[src/rtl/tx_byte_serializer.sv]
// tx_byte_serializer: FIFO-buffered byte-to-bit serializer with idle-symbol fill
// and a startup sync phase of MIN_SYNC idle symbols.
module tx_byte_serializer #(
    parameter int         DEPTH     = 8,
    parameter logic [7:0] IDLE_SYM  = 8'hBC,
    parameter int         MIN_SYNC  = 4,
    parameter bit         MSB_FIRST = 1'b0
) (
    input  logic                     clk,
    input  logic                     reset,
    input  logic                     enable,
    input  logic [7:0]               data_in,
    input  logic                     valid_in,
    output logic                     serial_out,
    output logic                     bit_valid,
    output logic                     sym_start,
    output logic                     active,
    output logic [$clog2(DEPTH):0]   fifo_count,
    output logic                     overflow
);
    localparam int AW = $clog2(DEPTH);
    localparam int SW = $clog2(MIN_SYNC + 1);
    localparam logic [AW:0]   FULL      = (AW+1)'(DEPTH);
    localparam logic [SW-1:0] SYNC_LAST = SW'(MIN_SYNC - 1);
    localparam logic [1:0] S_IDLE = 2'd0, S_SYNC = 2'd1, S_ACT = 2'd2;

    logic [1:0]    state_q, state_d;
    logic [2:0]    cnt_q, cnt_d;
    logic [7:0]    sh_q, sh_d;
    logic          dv_q, dv_d;
    logic          stop_q, stop_d;
    logic [SW-1:0] sync_q, sync_d;
    logic [AW-1:0] wp_q, rp_q;
    logic [AW:0]   count_q, count_d;
    logic          ovf_q;
    logic [7:0]    mem [DEPTH];
    logic          wr, bnd, leave, pop;

    always_comb begin
        wr      = valid_in && count_q != FULL;
        bnd     = state_q != S_IDLE && cnt_q == 3'd7;
        leave   = stop_q || !enable;
        pop     = bnd && state_q == S_ACT && !leave && count_q != '0;
        count_d = count_q + (AW+1)'(wr) - (AW+1)'(pop);
        state_d = state_q;
        cnt_d   = state_q == S_IDLE ? 3'd0 : cnt_q + 3'd1;
        sh_d    = MSB_FIRST ? {sh_q[6:0], 1'b0} : {1'b0, sh_q[7:1]};
        dv_d    = dv_q;
        sync_d  = sync_q;
        // a disable request is latched so a late re-enable cannot cancel the return to IDLE
        stop_d  = stop_q | (state_q != S_IDLE && !enable);
        if (state_q == S_IDLE) begin
            stop_d  = 1'b0;
            dv_d    = 1'b0;
            sh_d    = enable ? IDLE_SYM : 8'h00;
            state_d = enable ? S_SYNC : S_IDLE;
        end else if (bnd && leave) begin
            state_d = S_IDLE;
            sh_d    = 8'h00;
            dv_d    = 1'b0;
            sync_d  = '0;
            stop_d  = 1'b0;
        end else if (bnd && state_q == S_SYNC) begin
            sh_d    = IDLE_SYM;
            dv_d    = 1'b0;
            sync_d  = sync_q == SYNC_LAST ? '0 : sync_q + SW'(1);
            state_d = sync_q == SYNC_LAST ? S_ACT : S_SYNC;
        end else if (bnd) begin
            sh_d = pop ? mem[rp_q] : IDLE_SYM;
            dv_d = pop;
        end
    end

    always_ff @(posedge clk) begin
        if (wr) mem[wp_q] <= data_in;
    end

    always_ff @(posedge clk) begin
        if (reset) begin
            state_q <= S_IDLE;
            cnt_q   <= 3'd0;
            sh_q    <= 8'h00;
            dv_q    <= 1'b0;
            stop_q  <= 1'b0;
            sync_q  <= '0;
            wp_q    <= '0;
            rp_q    <= '0;
            count_q <= '0;
            ovf_q   <= 1'b0;
        end else begin
            state_q <= state_d;
            cnt_q   <= cnt_d;
            sh_q    <= sh_d;
            dv_q    <= dv_d;
            stop_q  <= stop_d;
            sync_q  <= sync_d;
            wp_q    <= wr ? wp_q + AW'(1) : wp_q;
            rp_q    <= pop ? rp_q + AW'(1) : rp_q;
            count_q <= count_d;
            ovf_q   <= ovf_q | (valid_in && !wr);
        end
    end

    assign serial_out = MSB_FIRST ? sh_q[7] : sh_q[0];
    assign bit_valid  = dv_q;
    assign sym_start  = state_q != S_IDLE && cnt_q == 3'd0;
    assign active     = state_q == S_ACT;
    assign fifo_count = count_q;
    assign overflow   = ovf_q;
endmodule

[config.mk]
export PLATFORM = sky130hd
export DESIGN_NAME = tx_byte_serializer
export DESIGN_NICKNAME = d
export VERILOG_FILES = /design/src/rtl/tx_byte_serializer.sv
export SDC_FILE = /design/constraint.sdc
export NUM_CORES = 1
export LEC_CHECK = 0
export ABC_AREA = 1
export ABC_CLOCK_PERIOD_IN_PS = 2950
export CORE_ASPECT_RATIO = 1.1
export CORE_MARGIN = 1
export CORE_UTILIZATION = 45
export CTS_CLUSTER_DIAMETER = 200
export DETAILED_ROUTE_END_ITERATION = 12
export PLACE_DENSITY_LB_ADDON = 0.3
export SYNTH_ARGS = -nofsm -noshare
export SYNTH_HDL_FRONTEND = slang
export SYNTH_SLANG_ARGS = --single-unit
[constraint.sdc]
create_clock -name clk -period 2.95 [get_ports clk]
set_input_delay 0.295 -clock clk [delete_from_list [all_inputs] [get_ports clk]]
set_output_delay 0.295 -clock clk [all_outputs]
set_load 0.05 [all_outputs]
Yosys cells after proc, flatten, opt, wreduce, memory -nomap -nowiden
Memories as Yosys holds them, arrays and structs flattened. A register that Yosys moved wholly into a read port is not among the register bits.
Cells that the tools add are included.
- add/subtract/negate cells: 6
- equal/unequal tests: 5
- muxes and demuxes: 18
- bitwise operators: 3
- reductions and logical operators: 24
- operators by type and width (cell ; number):
    2-to-1 mux 8 bit ; 6
    2-to-1 mux 3 bit ; 5
    adder 3 x 1 -> 3 bit, second input constant ; 4
    logical AND 1 bit ; 10
    2-to-1 mux 2 bit ; 4
    adder 4 x 1 -> 4 bit ; 1
    inequality test 4 bit, second input constant ; 1
    nonzero test 2 bit ; 2
    nonzero test 4 bit ; 1
    OR reduction 4 bit ; 1
    subtractor 4 x 1 -> 4 bit ; 1
    == test 3 x 2 -> 1 bit, second input constant ; 1
    == test 3 bit, second input constant ; 1
    zero test 1 bit ; 3
    zero test 3 bit ; 1
    2-to-1 mux 1 bit ; 3
    nonzero test 3 bit ; 1
    OR reduction 3 bit ; 1
    == test 2 x 1 -> 1 bit, second input constant ; 1
    == test 2 bit, second input constant ; 1
    zero test 2 bit ; 1
    bitwise OR 1 bit ; 2
    AND reduction 2 bit ; 1
    OR reduction 2 bit ; 1
    2 further kinds ; 2
- bits in registers: 29
- bits in writable memories: 64
- bits of input ports: 12
- output and inout port bits: 9
- logic and storage cells: 67
- memories kept: 1
- memories (name ; depth ; bits a word ; read ports ; clocked after Yosys merged registers in ; write ports ; line ; RTL):
    mem ; 8 ; 8 ; 1 ; 1 ; 1 ; 36 ; logic [7:0] mem [DEPTH];

Longest topological paths before layout
Gate-level depths: netlist of run 1.
- depth after elaboration: 10
- depth in mapped cells: 13
- gate-level depth less buffers: 12

Worst setup path before layout of run 1
No wires, ideal clock.
- path kind: flip-flop to flip-flop
- start: register count_q[2], in the netlist fifo_count[2]
- end: register count_q[2], in the netlist fifo_count[2]
- setup time: 128 ps
- arrival time: 2435 ps
- data required time: 2822 ps
- setup slack: 387 ps
- cell stages (with the launch flop): 14
- buffers on the path: 1
- clock period less this slack: 2563 ps
- cell sequence: dfxtp_1 > inv_1 > ha_1 > nand3_1 > nand2_4 > nor2_8 > buf_8 > ha_1 > inv_1 > ha_1 > inv_1 > fa_1 > xor2_1 > nor2_1
- longest elaborated chain between the ends: 4
- elaborated cells on any way between the ends: 6
- classes of those cells: 2 x add/sub; 1 x eq/ne; 3 x reduce/logical
- RTL lines (item ; line ; RTL):
    start, declared ; 34 ; logic [AW:0] count_q, count_d;
    start signal, assigned ; 99 ; count_q <= count_d;
    inequality test 4 bit ; 40 ; wr = valid_in && count_q != FULL;
    logical AND 1 bit ; 40 ;
    adder 4 x 1 -> 4 bit ; 44 ; count_d = count_q + (AW+1)'(wr) - (AW+1)'(pop);
    subtractor 4 x 1 -> 4 bit (*) ; 44 ;
Every way passes the cells marked *; elsewhere a longest branch is shown, timed or not.
A chain may end at the register's enable or synchronous reset.

Final worst setup path of run 1
- start: register cnt_q[0]
- end: register count_q[2], in the netlist fifo_count[2]
- longest elaborated chain between the ends: 6
- RTL lines (item ; line ; RTL):
    start, declared ; 28 ; logic [2:0] cnt_q, cnt_d;
    start signal, assigned ; 92 ; cnt_q <= cnt_d;
    == test 3 bit ; 41 ; bnd = state_q != S_IDLE && cnt_q == 3'd7;
    logical AND 1 bit ; 41 ;
    logical AND 1 bit (3 in a row) ; 43 ; pop = bnd && state_q == S_ACT && !leave && count_q != '0;
    subtractor 4 x 1 -> 4 bit ; 44 ;
Every way passes these cells.

==> impl_metrics.py, run 1 <==
metrics = {
    "placement": {
        "portBuffers": 20,
        "dp_hpwl_um": 4940,
        "gp_congestion": 0.794,
    },
    "floorplanning": {
        "die_h_um": 102,
        "die_area_sq_um": 9520,
        "die_x_um": 93.1,
        "ios": 21,
        "rows": 36,
        "start_util_pct": 46.3,
        "core_sq_um": 8870,
    },
    "worst_setup_path": {
        "crit_type": "reg -> reg",
        "crit_fanout": 8,
        "startpoint_type": "flip-flop",
        "critPathArrivalTime_ns": 2.58,
        "critPathCaptureType": "flip-flop",
        "slowest_delay_ns": 0.39,
        "crit_top_cell": "ha_1",
        "cp.required_ns": 3.20,
        "path_cells": "ha_1 > ha_1 > nand3_4 > nor2_8 > ha_1 > inv_1 > ha_1 > inv_1 > fa_1 > xor2_1 > nor2_1",
        "slowest_stage": "ha_1",
    },
    "yosys": {
        "avgSynthCellArea_sq_um": 10.5,
        "synth_nets": 417,
        "synth_cell_types": 32,
        "synth_warnings": 0,
        "syn_inst": 392,
        "ys_seq_area_share_pct": 62.3,
        "synth_seq_cells": 96,
        "synth.cell_area_sq_um": 4110,
    },
    "timing": {
        "fin_skew_ns": 0.0129,
        "final-hold-violation-count": 0,
        "setup_viol": 0,
        "min_period_ns": 2.33,
        "fmax_ghz": 0.429,
        "rsz0062_at_grt": "false",
        "worst_pin_slew_ns": 0.699,
        "finalSetupTns_ns": 0,
        "maxSlewHeadroom_pct": 53.3,
        "finalCritPeriodShare_pct": 78.9,
        "slew_violations": 0,
    },
    "global_routing": {
        "grt-busiest-layer": "met2",
        "grt_pass1_wl_um": 12800,
        "grt_pass1_vias": 2579,
        "gr-total-overflow": 0,
        "grt_max_degree": 33,
        "use_met1_pct": 22.6,
        "track_usage_pct": 18.2,
        "grt_util_met2_pct": 30.5,
        "antenna_found_initial": 0,
        "grtUsageMet3_pct": 3.42,
    },
    "layout": {
        "final_nets": 445,
        "drive_gt1_share_pct": 13.9,
        "antenna_cells": 0,
        "final_common_cell": "nand2_1",
        "area_delta_synth_final_pct": 13.6,
        "final_cell_mix": "nand2_1, edfxtp_1, nand3_1, nor2_1, dfxtp_1",
    },
    "clock_tree": {
        "root_buffer": "clkbuf_8",
        "cts_setup_buffers": 0,
        "path_clk_slew_ns": 0.09,
        "cts_htree_levels": 3,
        "numCtsBuffers": 9,
        "cts_tree": "built",
        "insertion_delay_ns": 0.37,
        "clockBufferDepth": 2,
        "hold_buffers": 0,
        "cts.repair.resized": 0,
        "cts.sinks": 96,
    },
    "power": {
        "p_per_area_nw_per_um2": 625,
        "ir_drop_mv": 0.378,
        "design_power_total_mw": 2.92,
        "p_leak_nw": 1.76,
    },
    "min_path": {
        "min_path_type": "reg -> reg",
    },
    "route": {
        "firstDrtPassIters": 5,
        "ant_nets": 0,
        "drt_wl_total_um": 7780,
        "avgRoutedWirePerCell_um": 14.4,
        "drt-initial-drc-count": 146,
        "vias_per_cell": 5.04,
        "drc_errors": 0,
        "via_count": 2714,
    },
    "run": {
        "maxCapViolCount": 0,
    },
    "status": {
        "status": "finished clean",
    },
}
[cell type report]
class	instances	area [sq um]
sequential	96	2560
clock inverter	7	103
inverter	33	129
clock buffer	9	124
tap	114	143
fill	795	4200
multi-input combinational	249	1330
timing repair buffer	31	283
[sequential cells by signal (all words and copies together) (netlist names), named ones only]
register    count
overflow        1
stop_q          1
bit_valid       1
mem            64
rp_q            3
cnt_q           3
sync_q          3
fifo_count      4
wp_q            3
sh_q            8
state_q         2
[Yosys cell counts, drive strengths merged]
master | instances | share of area [%]
nand2 | 89 | 9.0
edfxtp | 64 | 47
nand3 | 54 | 7.4
nor2 | 52 | 5.9
inv | 33 | 3.1
dfxtp | 32 | 16
a21oi | 22 | 3.0
o21ai | 13 | 1.7
buf | 12 | 2.1
ha | 12 | 3.7
clkbuf | 2 | 0.18
a2111oi | 1 | 0.24
a211oi | 1 | 0.18
fa | 1 | 0.49
nand3b | 1 | 0.27
nand4 | 1 | 0.15
nor3 | 1 | 0.12
xor2 | 1 | 0.21
[critical path: cells and delay by family (launching register included)]
family	cells	cell delay, ns
buffers and inverters	2	0.10
and+or+nand+nor	3	0.33
adders and majority gates	5	1.28
DFF	1	0.36
xor gates and xnor gates	1	0.13
[final timing paths]
path / start / slack (ns) / cells past startpoint / endpoint
setup / recovery: cnt_q[0] / 0.62 / 11 / fifo_count[2]
hold / removal: cnt_q[0] / 0.45 / 1 / cnt_q[0]
hold reg to reg: cnt_q[0] / 0.45 / 1 / cnt_q[0]
setup reg to reg: cnt_q[0] / 0.62 / 11 / fifo_count[2]
[where the power goes]
part | switching [mW] | leakage, nW | internal [mW] | total [mW]
Sequential | 0.0323 | 0.841 | 1.52 | 1.55
Combinational | 0.272 | 0.807 | 0.142 | 0.414
Clock | 0.472 | 0.110 | 0.486 | 0.958
Total | 0.776 | 1.76 | 2.14 | 2.92
[through the flow]
| stage | std cells | utilization, % | cell area (sq um) | setup WS, ns | hold WS [ns] |
|---|---|---|---|---|---|
| final | 539 | 52.6 | 4670 | 0.621 | 0.450 |
| after global routing | 539 | 52.6 | 4670 | 0.448 | 0.465 |
| after CTS | 539 | 52.6 | 4670 | 0.604 | 0.453 |
| after detailed placement | 523 | 50.1 | 4440 | 0.574 | 0.439 |
| after global placement | 523 | 50.1 | 4440 | 0.592 | 0.428 |
| after floorplan | 392 | - | 4110 | 0.387 | 0.364 |
[cells by family (layout without fill, tap and decap cells)]
logic type | count (synthesis) | in the layout | synth area share, %
DFF | 96 | 96 | 62.3
xor gates and xnor gates | 1 | 1 | 0.213
buffers and inverters | 47 | 80 | 5.39
and+or+nand+nor | 198 | 198 | 22.9
AOI/OAI and AO/OA | 37 | 37 | 5.05
adders and majority gates | 13 | 13 | 4.14
[per-layer routing]
layer  share of wire, %  wire length [um]  vias up
met5                  0                 0        -
met4                2.4               187        0
met3                4.0               311       17
met2                 48              3730       58
met1                 46              3550     1269
li1                   -                 -     1370
No activity file was read; power rests on OpenSTA's default activity.
==> run 2, diff against run 1 <==
- ABC_CLOCK_PERIOD_IN_PS: 2950 -> 2150
- clock period: 2.95 -> 2.15 ns (I/O delays scaled with it)
==> run 2 against run 1 <==
Hold slack worse by 0.0045 ns. Worst setup slack worse by 0.48 ns. Register-to-register slack worse by 0.48 ns. Final area up 2.9%. Wire length down 1.3%. Sequential power up 39%. Maximum frequency up 16%. Clock power up 32%. Critical path depth down 1. Critical endpoint is now fifo_count[1]. Highest routed layer unchanged.
==> impl_metrics.py, run 2 (synthesis results as in run 1) <==
metrics = {
    "status": {
        "status": "finished clean",
    },
    "run": {
        "maxCapViolCount": 0,
    },
    "min_path": {
        "min_path_type": "reg -> reg",
    },
    "clock_tree": {
        "insertion_delay_ns": 0.35,
        "cts_setup_buffers": 0,
        "cts_htree_levels": 3,
        "root_buffer": "clkbuf_8",
        "numCtsBuffers": 9,
        "path_clk_slew_ns": 0.09,
        "clockBufferDepth": 2,
        "cts_tree": "built",
        "cts.sinks": 96,
    },
    "floorplanning": {
        "core_sq_um": 8870,
        "start_util_pct": 46.3,
        "rows": 36,
        "ios": 21,
        "die_area_sq_um": 9520,
        "die_x_um": 93.1,
        "die_h_um": 102,
    },
    "layout": {
        "final_nets": 451,
        "finalNonFillerCells": 545,
        "area_delta_synth_final_pct": 16.9,
        "antenna_cells": 0,
        "largest_register": "mem",
        "largest_register_ffs": 64,
        "nFillCells": 784,
        "drive_gt1_share_pct": 19.0,
        "final_common_cell": "nand2_1",
        "final_cell_mix": "nand2_1, edfxtp_1, nand3_1, nor2_1, dfxtp_1",
    },
    "route": {
        "ant_nets": 0,
        "via_count": 2735,
        "firstDrtPassIters": 5,
        "drt-initial-drc-count": 153,
        "drt_wl_total_um": 7680,
        "vias_per_cell": 5.02,
        "drc_errors": 0,
        "avgRoutedWirePerCell_um": 14.1,
    },
    "timing": {
        "min_period_ns": 2.01,
        "slew_violations": 0,
        "worst_pin_slew_ns": 0.526,
        "finalCritPeriodShare_pct": 93.3,
        "maxSlewHeadroom_pct": 64.9,
        "fin_ws_ns": 0.145,
        "rsz0062_at_grt": "false",
        "final-hold-violation-count": 0,
        "whs_ns": 0.445,
        "setup_viol": 0,
        "fmax_ghz": 0.499,
        "fin_skew_ns": 0.00464,
    },
    "placement": {
        "portBuffers": 20,
        "place_inst": 529,
        "dp_slack_ns": -0.00722,
        "gp_congestion": 0.806,
        "dp_hpwl_um": 5020,
    },
    "global_routing": {
        "gr-total-overflow": 0,
        "grt_pass1_vias": 2535,
        "track_usage_pct": 18.0,
        "antenna_found_initial": 0,
        "grt_max_degree": 33,
        "grt_pass1_wl_um": 12600,
    },
    "worst_setup_path": {
        "critPathArrivalTime_ns": 2.24,
        "crit_type": "reg -> reg",
        "startpoint_type": "flip-flop",
        "crit_fanout": 8,
        "cp.required_ns": 2.39,
        "critPathCaptureType": "flip-flop",
    },
    "power": {
        "ir_drop_mv": 0.408,
        "p_leak_nw": 1.79,
        "p_per_area_nw_per_um2": 841,
    },
}
[run 2: cell types whose count changed in the layout (fill, tap and decap cells not counted), sizes merged]
| cell | previous run | this run |
|---|---|---|
| buf | 11 | 17 |
| clkdlybuf4s50 | 20 | 19 |
| clkinv | 2 | 3 |
| dlygate4sd2 | 0 | 1 |
| inv | 35 | 34 |
[run 2: final timing paths]
path	start	end	slack (ns)	cells past startpoint
worst min-delay path	cnt_q[0]	cnt_q[0]	0.45	1
worst min register to register	cnt_q[0]	cnt_q[0]	0.45	1
worst max register to register	cnt_q[0]	fifo_count[1]	0.14	10
worst max-delay path	cnt_q[0]	fifo_count[1]	0.14	10
[run 2: power breakdown]
part | switching [mW] | total, mW | leakage (nW) | internal [mW]
Sequential | 0.0525 | 2.15 | 0.845 | 2.09
Combinational | 0.394 | 0.633 | 0.838 | 0.239
Clock | 0.603 | 1.26 | 0.110 | 0.657
Total | 1.05 | 4.04 | 1.79 | 2.99
[run 2: timing repair]
item / 4_1_cts / 5_1_grt
hold buffers: 0 / 0
endpoints found under the setup margin: 1 / 0
resized for setup: 1 / 0
[run 2: through the flow]
| stage | power (mW) | TNS (ns) | cell area [sq um] | utilization [%] |
|---|---|---|---|---|
| 6_report | 4.04 | 0 | 4800 | 54.1 |
| 5_1_grt | 4.25 | 0 | 4800 | 54.1 |
| 4_1_cts | 4.08 | 0 | 4800 | 54.1 |
| 3_5_place_dp | 2.83 | -0.00739 | 4590 | 51.7 |
| 3_3_place_gp | 2.81 | 0 | 4590 | 51.7 |
| 2_1_floorplan | 2.63 | 0 | 4210 | - |
[run 2: critical path: stages, from the launching register on]
cell and delay [ns]:
dfxtp_2 0.37, ha_4 0.14, ha_4 0.19, nand3_4 0.12, nor2_8 0.12, ha_4 0.20, inv_2 0.06, ha_4 0.12
inv_2 0.03, fa_2 0.51, nor2_1 0.04
[run 2: cell type report]
cell class | count | area (sq um) | share of cell area (%)
timing repair buffer | 37 | 327 | 6.80
clock inverter | 7 | 95.1 | 1.98
sequential | 96 | 2580 | 53.7
inverter | 33 | 131 | 2.74
clock buffer | 9 | 124 | 2.58
tap | 114 | 143 | 2.97
multi-input combinational | 249 | 1400 | 29.2
[run 2: routing by layer]
metal	up-vias	GRT usage, %	routed length, um
li1	1383	-	-
met1	1294	22.8	3460
met2	50	30.8	3840
met3	8	2.90	287
met4	0	7.57	96
met5	-	0	0
